### src/rtl/ahb_lite_master_if.sv
// Command/response handshake plus AHB-Lite initiator signals for ahb_lite_master.
// master: the ahb_lite_master side; slave: the command source, response sink and bus slave.
interface ahb_lite_master_if;
  logic        cmd_valid;
  logic        cmd_ready;
  logic        cmd_write;
  logic [31:0] cmd_addr;
  logic [31:0] cmd_wdata;
  logic [1:0]  cmd_size;

  logic        rsp_valid;
  logic        rsp_ready;
  logic [31:0] rsp_rdata;
  logic        rsp_err;

  logic [31:0] HADDR;
  logic        HWRITE;
  logic [1:0]  HTRANS;
  logic [2:0]  HSIZE;
  logic [2:0]  HBURST;
  logic [3:0]  HPROT;
  logic [31:0] HWDATA;
  logic [31:0] HRDATA;
  logic        HREADY;

  modport master (
    input  cmd_valid, cmd_write, cmd_addr, cmd_wdata, cmd_size,
    output cmd_ready,
    output rsp_valid, rsp_rdata, rsp_err,
    input  rsp_ready,
    output HADDR, HWRITE, HTRANS, HSIZE, HBURST, HPROT, HWDATA,
    input  HRDATA, HREADY
  );

  modport slave (
    output cmd_valid, cmd_write, cmd_addr, cmd_wdata, cmd_size,
    input  cmd_ready,
    input  rsp_valid, rsp_rdata, rsp_err,
    output rsp_ready,
    input  HADDR, HWRITE, HTRANS, HSIZE, HBURST, HPROT, HWDATA,
    output HRDATA, HREADY
  );
endinterface

### src/rtl/ahb_lite_master.sv
// Single non-pipelined AHB-Lite master fed by a command/response handshake.
// Define AHB_MASTER_TIMEOUT_EN to abort a transfer after 255 consecutive HREADY=0 cycles.
module ahb_lite_master (
  input logic               HCLK,
  input logic               HRESETn,
  ahb_lite_master_if.master bus
);
  // state | meaning
  // IDLE  | cmd_ready high, waiting for a command
  // ADDR  | NONSEQ address phase, held while HREADY low
  // DATA  | data phase, write data driven / read data captured on HREADY
  // RESP  | rsp_valid high until rsp_ready
  typedef enum logic [1:0] {IDLE, ADDR, DATA, RESP} state_t;

  localparam logic [1:0] HTRANS_IDLE   = 2'b00;
  localparam logic [1:0] HTRANS_NONSEQ = 2'b10;

  state_t      state;
  logic        illegal;
  logic        to_hit;
  logic [31:0] wdata_rep;
  logic [31:0] rdata_ext;

  assign bus.HBURST = 3'b000;
  assign bus.HPROT  = 4'b0011;

  always_comb begin
    illegal = 1'b0;
    case (bus.cmd_size)
      2'd1:    illegal = bus.cmd_addr[0];
      2'd2:    illegal = |bus.cmd_addr[1:0];
      2'd3:    illegal = 1'b1;
      default: illegal = 1'b0;
    endcase
  end

  always_comb begin
    wdata_rep = bus.cmd_wdata;
    case (bus.cmd_size)
      2'd0:    wdata_rep = {4{bus.cmd_wdata[7:0]}};
      2'd1:    wdata_rep = {2{bus.cmd_wdata[15:0]}};
      default: wdata_rep = bus.cmd_wdata;
    endcase
  end

  // Lane select uses the registered HADDR/HSIZE of the transfer in flight.
  always_comb begin
    rdata_ext = bus.HRDATA;
    case (bus.HSIZE[1:0])
      2'd0:    rdata_ext = {24'd0, bus.HRDATA[{bus.HADDR[1:0], 3'b000} +: 8]};
      2'd1:    rdata_ext = {16'd0, bus.HRDATA[{bus.HADDR[1], 4'b0000} +: 16]};
      default: rdata_ext = bus.HRDATA;
    endcase
  end

`ifdef AHB_MASTER_TIMEOUT_EN
  logic [7:0] wait_cnt;

  // Fires on the 255th consecutive stalled edge.
  assign to_hit = !bus.HREADY && (wait_cnt == 8'd254);

  always_ff @(posedge HCLK or negedge HRESETn) begin
    if (!HRESETn) begin
      wait_cnt <= '0;
    end else if ((state == ADDR || state == DATA) && !bus.HREADY && !to_hit) begin
      wait_cnt <= wait_cnt + 8'd1;
    end else begin
      wait_cnt <= '0;
    end
  end
`else
  assign to_hit = 1'b0;
`endif

  always_ff @(posedge HCLK or negedge HRESETn) begin
    if (!HRESETn) begin
      state         <= IDLE;
      bus.cmd_ready <= 1'b0;
      bus.HTRANS    <= HTRANS_IDLE;
      bus.HADDR     <= '0;
      bus.HWRITE    <= 1'b0;
      bus.HSIZE     <= '0;
      bus.HWDATA    <= '0;
      bus.rsp_valid <= 1'b0;
      bus.rsp_rdata <= '0;
      bus.rsp_err   <= 1'b0;
    end else begin
      case (state)
        IDLE: begin
          bus.cmd_ready <= 1'b1;
          if (bus.cmd_valid && bus.cmd_ready) begin
            bus.cmd_ready <= 1'b0;
            if (illegal) begin
              state         <= RESP;
              bus.rsp_valid <= 1'b1;
              bus.rsp_err   <= 1'b1;
              bus.rsp_rdata <= '0;
            end else begin
              state      <= ADDR;
              bus.HTRANS <= HTRANS_NONSEQ;
              bus.HADDR  <= bus.cmd_addr;
              bus.HWRITE <= bus.cmd_write;
              bus.HSIZE  <= {1'b0, bus.cmd_size};
              bus.HWDATA <= bus.cmd_write ? wdata_rep : '0;
            end
          end
        end
        ADDR: begin
          if (to_hit) begin
            state         <= RESP;
            bus.HTRANS    <= HTRANS_IDLE;
            bus.rsp_valid <= 1'b1;
            bus.rsp_err   <= 1'b1;
            bus.rsp_rdata <= '0;
          end else if (bus.HREADY) begin
            state      <= DATA;
            bus.HTRANS <= HTRANS_IDLE;
          end
        end
        DATA: begin
          if (to_hit) begin
            state         <= RESP;
            bus.rsp_valid <= 1'b1;
            bus.rsp_err   <= 1'b1;
            bus.rsp_rdata <= '0;
          end else if (bus.HREADY) begin
            state         <= RESP;
            bus.rsp_valid <= 1'b1;
            bus.rsp_err   <= 1'b0;
            bus.rsp_rdata <= bus.HWRITE ? 32'd0 : rdata_ext;
          end
        end
        RESP: begin
          if (bus.rsp_ready) begin
            state         <= IDLE;
            bus.cmd_ready <= 1'b1;
            bus.rsp_valid <= 1'b0;
            bus.rsp_err   <= 1'b0;
            bus.rsp_rdata <= '0;
          end
        end
        default: state <= IDLE;
      endcase
    end
  end
endmodule

### src/flat_wrapper.sv
// flat-port wrapper written by rule: the top's interface ports become plain ports
module ahb_lite_master_flat 
  (HCLK, HRESETn, bus_cmd_valid, bus_cmd_write, bus_cmd_addr, bus_cmd_wdata, bus_cmd_size, bus_cmd_ready, bus_rsp_valid, bus_rsp_rdata, bus_rsp_err, bus_rsp_ready, bus_HADDR, bus_HWRITE, bus_HTRANS, bus_HSIZE, bus_HBURST, bus_HPROT, bus_HWDATA, bus_HRDATA, bus_HREADY);
  ahb_lite_master_if bus_i ();
  input logic HCLK;
  input logic HRESETn;
  input wire logic [$bits(bus_i.cmd_valid)-1:0] bus_cmd_valid;
  input wire logic [$bits(bus_i.cmd_write)-1:0] bus_cmd_write;
  input wire logic [$bits(bus_i.cmd_addr)-1:0] bus_cmd_addr;
  input wire logic [$bits(bus_i.cmd_wdata)-1:0] bus_cmd_wdata;
  input wire logic [$bits(bus_i.cmd_size)-1:0] bus_cmd_size;
  output wire logic [$bits(bus_i.cmd_ready)-1:0] bus_cmd_ready;
  output wire logic [$bits(bus_i.rsp_valid)-1:0] bus_rsp_valid;
  output wire logic [$bits(bus_i.rsp_rdata)-1:0] bus_rsp_rdata;
  output wire logic [$bits(bus_i.rsp_err)-1:0] bus_rsp_err;
  input wire logic [$bits(bus_i.rsp_ready)-1:0] bus_rsp_ready;
  output wire logic [$bits(bus_i.HADDR)-1:0] bus_HADDR;
  output wire logic [$bits(bus_i.HWRITE)-1:0] bus_HWRITE;
  output wire logic [$bits(bus_i.HTRANS)-1:0] bus_HTRANS;
  output wire logic [$bits(bus_i.HSIZE)-1:0] bus_HSIZE;
  output wire logic [$bits(bus_i.HBURST)-1:0] bus_HBURST;
  output wire logic [$bits(bus_i.HPROT)-1:0] bus_HPROT;
  output wire logic [$bits(bus_i.HWDATA)-1:0] bus_HWDATA;
  input wire logic [$bits(bus_i.HRDATA)-1:0] bus_HRDATA;
  input wire logic [$bits(bus_i.HREADY)-1:0] bus_HREADY;
  assign bus_i.cmd_valid = bus_cmd_valid;
  assign bus_i.cmd_write = bus_cmd_write;
  assign bus_i.cmd_addr = bus_cmd_addr;
  assign bus_i.cmd_wdata = bus_cmd_wdata;
  assign bus_i.cmd_size = bus_cmd_size;
  assign bus_cmd_ready = bus_i.cmd_ready;
  assign bus_rsp_valid = bus_i.rsp_valid;
  assign bus_rsp_rdata = bus_i.rsp_rdata;
  assign bus_rsp_err = bus_i.rsp_err;
  assign bus_i.rsp_ready = bus_rsp_ready;
  assign bus_HADDR = bus_i.HADDR;
  assign bus_HWRITE = bus_i.HWRITE;
  assign bus_HTRANS = bus_i.HTRANS;
  assign bus_HSIZE = bus_i.HSIZE;
  assign bus_HBURST = bus_i.HBURST;
  assign bus_HPROT = bus_i.HPROT;
  assign bus_HWDATA = bus_i.HWDATA;
  assign bus_i.HRDATA = bus_HRDATA;
  assign bus_i.HREADY = bus_HREADY;
  ahb_lite_master u_core (.HCLK(HCLK), .HRESETn(HRESETn), .bus(bus_i));
endmodule
### config.mk
export PLATFORM = sky130hd
export DESIGN_NAME = ahb_lite_master_flat
export DESIGN_NICKNAME = d
export VERILOG_FILES = /design/src/rtl/ahb_lite_master_if.sv /design/src/rtl/ahb_lite_master.sv /design/src/flat_wrapper.sv
export SDC_FILE = /design/constraint.sdc
export NUM_CORES = 1
export LEC_CHECK = 0
export BUFFER_PORTS_ARGS = -buffer_cell sky130_fd_sc_hd__buf_2
export CORE_MARGIN = 5
export CORE_UTILIZATION = 44
export CTS_CLUSTER_DIAMETER = 200
export DETAILED_ROUTE_END_ITERATION = 8
export PLACE_DENSITY = 0.77
export SLEW_MARGIN = 30
export SYNTH_ARGS = -nofsm -noshare
export SYNTH_HDL_FRONTEND = slang
export SYNTH_SLANG_ARGS = --single-unit
### constraint.sdc
create_clock -name HCLK -period 1.9 [get_ports HCLK]
set_input_delay 0.285 -clock HCLK [delete_from_list [all_inputs] [get_ports HCLK]]
set_output_delay 0.285 -clock HCLK [all_outputs]
set_load 0.02 [all_outputs]
---- Word-level counts from Yosys, hierarchy flattened ----
Index checks and enable logic that the tools add are counted.
W data, S select, Z words.
storage, ports and cells
  flip-flop bits (word level) ............. 106
  input port bits ......................... 104
  output and inout bits ................... 112
  word-level logic and storage cells ...... 69
cells by class
  equality and inequality tests ........... 13
  shift operators ......................... 2
  muxes and demuxes ....................... 30
  bitwise logic cells ..................... 2
  reduce and logical (&&, ||, !) cells .... 12
operator list
  kind                  number
  $mux W32              6
  $pmux W32 S2          2
  $pmux W32 S3          1
  $shiftx A32 B6 Y16    1
  $shiftx A32 B6 Y8     1
  $mux W2               8
  $pmux W1 S3           3
  $eq A2 B2 Y1 const B  4
  $ne A2 B2 Y1 const B  4
  $pmux W2 S4           1
  $reduce_and A4 Y1     2
  $mux W1               7
  $eq A2 B1 Y1 const B  3
  $logic_not A2 Y1      3
  $reduce_and A5 Y1     1
  $ne A2 B1 Y1 const B  2
  $pmux W2 S2           1
  $reduce_bool A2 Y1    2
  $reduce_and A3 Y1     1
  $not A1 Y1            2
  $pmux W1 S2           1
  $reduce_and A2 Y1     1
  $reduce_or A2 Y1      1
  $logic_and A1 B1 Y1   1

---- Depth between registers and ports, before layout ----
  word-level depth ........................ 5
  mapped depth ............................ 7
  depth with buffers taken out ............ 6

---- Worst setup path before layout ----
OpenSTA, ideal clock, no wires.
  path kind ............................... reg-to-reg
  from .................................... reg u_core.state[0]
  to ...................................... reg u_core.bus.rsp_rdata[10]
  library setup time ...................... 125 ps
  data arrival time ....................... 1,719 ps
  path slack .............................. 56 ps
  stages on the path, launching flop included .. 8
  clock period less this slack ............ 1,844 ps
  cell sequence ........................... dfrtp_1 -> inv_1 -> ha_1 -> a21boi_1 -> a221oi_4 -> nand3b_4 -> buf_6 -> mux2_4
on the way
  cells in the longest elaborated chain, start to end .. 3
  elaborated cells on any way between the ends .. 11
  classes of those cells .................. eq/ne: 7; mux: 1; bitwise: 1; reduce/logical: 2
RTL lines
  what                                                  line                      RTL
  from (decl)                                           ahb_lite_master.sv:18     state_t state;
  from (signal assigned)                                ahb_lite_master.sv:77     state <= IDLE;
  from (signal assigned)                                ahb_lite_master.sv:94     state <= RESP;
  from (signal assigned)                                ahb_lite_master.sv:99     state <= ADDR;
  $eq A2 B2 Y1, or another cell as far along            ahb_lite_master.sv:88     case (state)
  $ne A2 B2 Y1 (no line), or another cell as far along  n/a
  $reduce_and A5 Y1 (no line)                           n/a
  to (signal assigned)                                  ahb_lite_master.sv:130    bus.rsp_rdata <= bus.HWRITE ? 32'd0 : rdata_ext;
  to (decl)                                             ahb_lite_master_if.sv:29  output rsp_valid, rsp_rdata, rsp_err,
Several ways; a longest one is shown, not always the timed one.
A chain may end at the register's enable or synchronous reset.

---- Final worst setup path ----
  from .................................... reg u_core.state[1]
  to ...................................... reg u_core.bus.rsp_rdata[27]
Same word-level chain as after synthesis.

==> flow_summary.yaml <==
worst_setup_path:
  cp_num_buf_inv: 2
  critPathKind: "reg -> reg"
  path_delay_family: "flip-flops"
  r2r_cells: 6
  worst_setup_path_end_kind: "flip-flop"
  crit_slowest_cell: "dfrtp_1"
  regToRegEndpoint: "u_core.bus.rsp_rdata[27]"
  r2r-start: "u_core.state[1]"
  critPathMaxFanout: 6
  path_cells: "buf_4 > ha_2 > a221oi_4 > nand3b_4 > clkbuf_16 > mux2_4"
  reg2reg_slack_ps: -10
  cpPeakStageDelay_ps: 370
  worst_setup_path_start_kind: "flip-flop"
  cp.required_ps: 2130
  arrival_ps: 2140
timing:
  worst_slew_pin_slew_ps: 533.7
  rsz0062_at_grt: "true"
  fmax_mhz: 523.2
  finalHoldViolations: 0
  post-route-period-util_pct: 100.6
  slew_headroom_pct: 64.42
  skew_ps: 5.001
  setup_viol: 11
  period_needed_ps: 1911
  setup_ws_ps: -11.45
  drv_slew: 0
die:
  die_width_microns: 118.0
  dieArea_sq_um: 13930
  pin_count: 216
  die_y_microns: 118.0
  row_count: 39
  start_util_pct: 44.97
  coreArea_sq_um: 11420
place:
  pre_cts_slack_ps: 19.68
  hpwl_microns: 11190
  io_buffers: 206
  place.gp.congestion: 0.9322
layout:
  area_delta_synth_final_pct: 31.94
  drive_above_1_share_pct: 47.89
  fin_util_pct: 59.34
  regArea_sq_um: 2628
  layout.nets: 765
  multiInputGateArea_sq_um: 2317
  n_antenna_cell: 0
  fill_cells: 948
yosys:
  syn_area_sq_um: 5135
  synthCells: 442
  async_reset_ff_share_pct: 100.0
  yosysTopAreaCell: "dfrtp_1"
  ys_seq_elements: 105
  synth_edf_count: 0
  yosys_warnings: 0
  yosysUniqueCellTypes: 43
  synth_top_area_share_pct: 51.17
  ys.flop_type: "dfrtp_1"
  syn_area_per_cell_sq_um: 11.62
  yosysSeqAreaShare_pct: 51.17
  synthTopCellsByArea: "dfrtp_1, mux2_2, mux2_4"
global_route:
  antenna_found_initial: 0
  grt_usage_pct: 20.70
  grt_overflow: 0
  grt_use_met3_pct: 6.824
  grt_max_degree: 80
  grtUsageMet1_pct: 25.30
  grt_pass1_wl_microns: 23690
  gr-usage-met2_pct: 35.01
  grt_pass1_vias: 4540
  top_usage_layer: "met2"
hold_path:
  min_from: "bus_cmd_addr[29]"
  holdPathEnd: "u_core.bus.HADDR[29]"
  worstHoldPathType: "in -> reg"
  hold_depth: 2
clock_network:
  cts_tree: "yes"
  clk_pin_slew_worst_paths_ps: 70
  cts_root_buf: "clkbuf_16"
  cts_max_level: 3
  cts_sinks: 105
  clockBufferDepth: 2
  insertion_delay_ps: 340
  cts_buffers: 9
route:
  wl_microns: 14700
  first_pass_iters: 7
  post_drt_wl_per_cell_microns: 18.26
  ant_nets: 0
  drt_iter0_drc: 344
  route.vias.total: 4316
  post_drt_via_cell_ratio: 5.361
  drc: 0
power_and_ir_drop:
  power.leakage_nw: 3.646
  pwr_density_cell_nw_per_um2: 1622
  ir_drop_mv: 0.8597
flow_run:
  maxCapViolations: 0
outcome:
  violations: "setup timing"
  status: "complete, but fails checks"
==> metal layers <==
metal,up-vias,wire (microns)
met5,-,0
met4,0,279
met3,16,1479
met2,233,7330
met1,2078,5608
li1,1989,-
==> how the worst max path moves through the flow <==
stage	from	to	slack, ps	depth (start not counted)
2_1_floorplan	u_core.state[0]	u_core.bus.rsp_rdata[10]	60	7
3_3_place_gp	u_core.state[0]	u_core.bus.rsp_rdata[18]	110	7
3_5_place_dp	u_core.state[0]	u_core.bus.rsp_rdata[30]	20	7
4_1_cts	u_core.state[0]	u_core.bus.rsp_rdata[30]	4	7
5_1_grt	u_core.state[0]	u_core.bus.rsp_rdata[20]	-100	7
6_report	u_core.state[1]	u_core.bus.rsp_rdata[27]	-10	6
==> state kept, by name (all words and copies together), names as in the netlist <==
name                  flops
u_core.bus.HWRITE         1
u_core.bus.rsp_rdata     32
u_core.bus.HADDR         32
u_core.bus.HWDATA        32
u_core.bus.cmd_ready      1
u_core.bus.rsp_err        1
u_core.state              2
u_core.bus.rsp_valid      1
u_core.bus.HTRANS         1
u_core.bus.HSIZE          2
==> cell type report <==
type	instances	area share, %
multi-input combinational	295	34.20
clock buffer	10	3.527
timing repair buffer	236	19.80
inverter	10	0.5540
tap	143	2.641
sequential	105	38.78
clock inverter	6	0.4986
==> placed cells by master, fill, tap and decap left out, types with 8 or more instances in the layout <==
master	Yosys	routed
mux2_2	32	32
dfrtp_1	105	105
o31ai_1	17	17
clkbuf_16	0	11
buf_4	11	23
inv_1	9	8
nand2_1	56	56
o21ai_0	35	35
mux2_1	12	12
mux2_4	22	22
nand3_1	9	9
buf_2	12	205
conb_1	2	9
and3_1	16	16
a21oi_1	11	11
mux2i_1	30	30
==> where the power goes <==
part           internal [mW]  switching [mW]
combinational           2.43            3.11
sequential              3.13           0.599
clock                  0.916           0.803
==> logic make-up (layout without fill, tap and decap cells) <==
group / Yosys count / in the layout / share of synthesized area (%)
compound gates: 87 / 87 / 11.36
buf+inv: 49 / 262 / 5.117
mux: 96 / 96 / 21.93
flops: 105 / 105 / 51.17
other cells: 2 / 9 / 0.1463
fa+ha+maj: 4 / 4 / 0.9747
simple gates: 99 / 99 / 9.308
==> worst register-to-register path: cells and delay by family, from the launching register on <==
kind,cells,cell delay [ps]
compound gates,1,370
fa+ha+maj,1,190
buf+inv,2,370
flops,1,370
mux,1,300
simple gates,1,200
==> Yosys cell counts, types with 2 or more instances <==
cell type  instances
dfrtp_1          105
nand2_1           56
o21ai_0           35
mux2_2            32
mux2i_1           30
mux2_4            22
o31ai_1           17
and3_1            16
buf_2             12
mux2_1            12
a21oi_1           11
buf_4             11
clkbuf_1          11
inv_1              9
nand3_1            9
a222oi_1           6
nor2_1             6
o2bb2ai_1          6
ha_1               4
nor2b_1            4
buf_6              3
buf_1              2
conb_1             2
nand2b_1           2
==> through the flow <==
step	TNS (ps)	instances	total power [mW]	hold WS (ps)	cell area (sq um)
6_report	-80.58	805	10.99	155.5	6775
5_1_grt	-2120	805	11.70	142.3	6775
4_1_cts	0	800	10.68	145.4	6666
3_5_place_dp	0	783	8.935	217.7	6384
3_3_place_gp	0	783	8.760	208.3	6384
2_1_floorplan	0	449	7.123	-10.59	5161
==> what timing repair did <==
item                                    CTS  global route
resized for setup                         0             9
hold buffers                              1             0
buffers inserted                          0             2
hold endpoints to repair                 22             0
endpoints found under the setup margin    0            37
(Power assumes the default switching activity.)
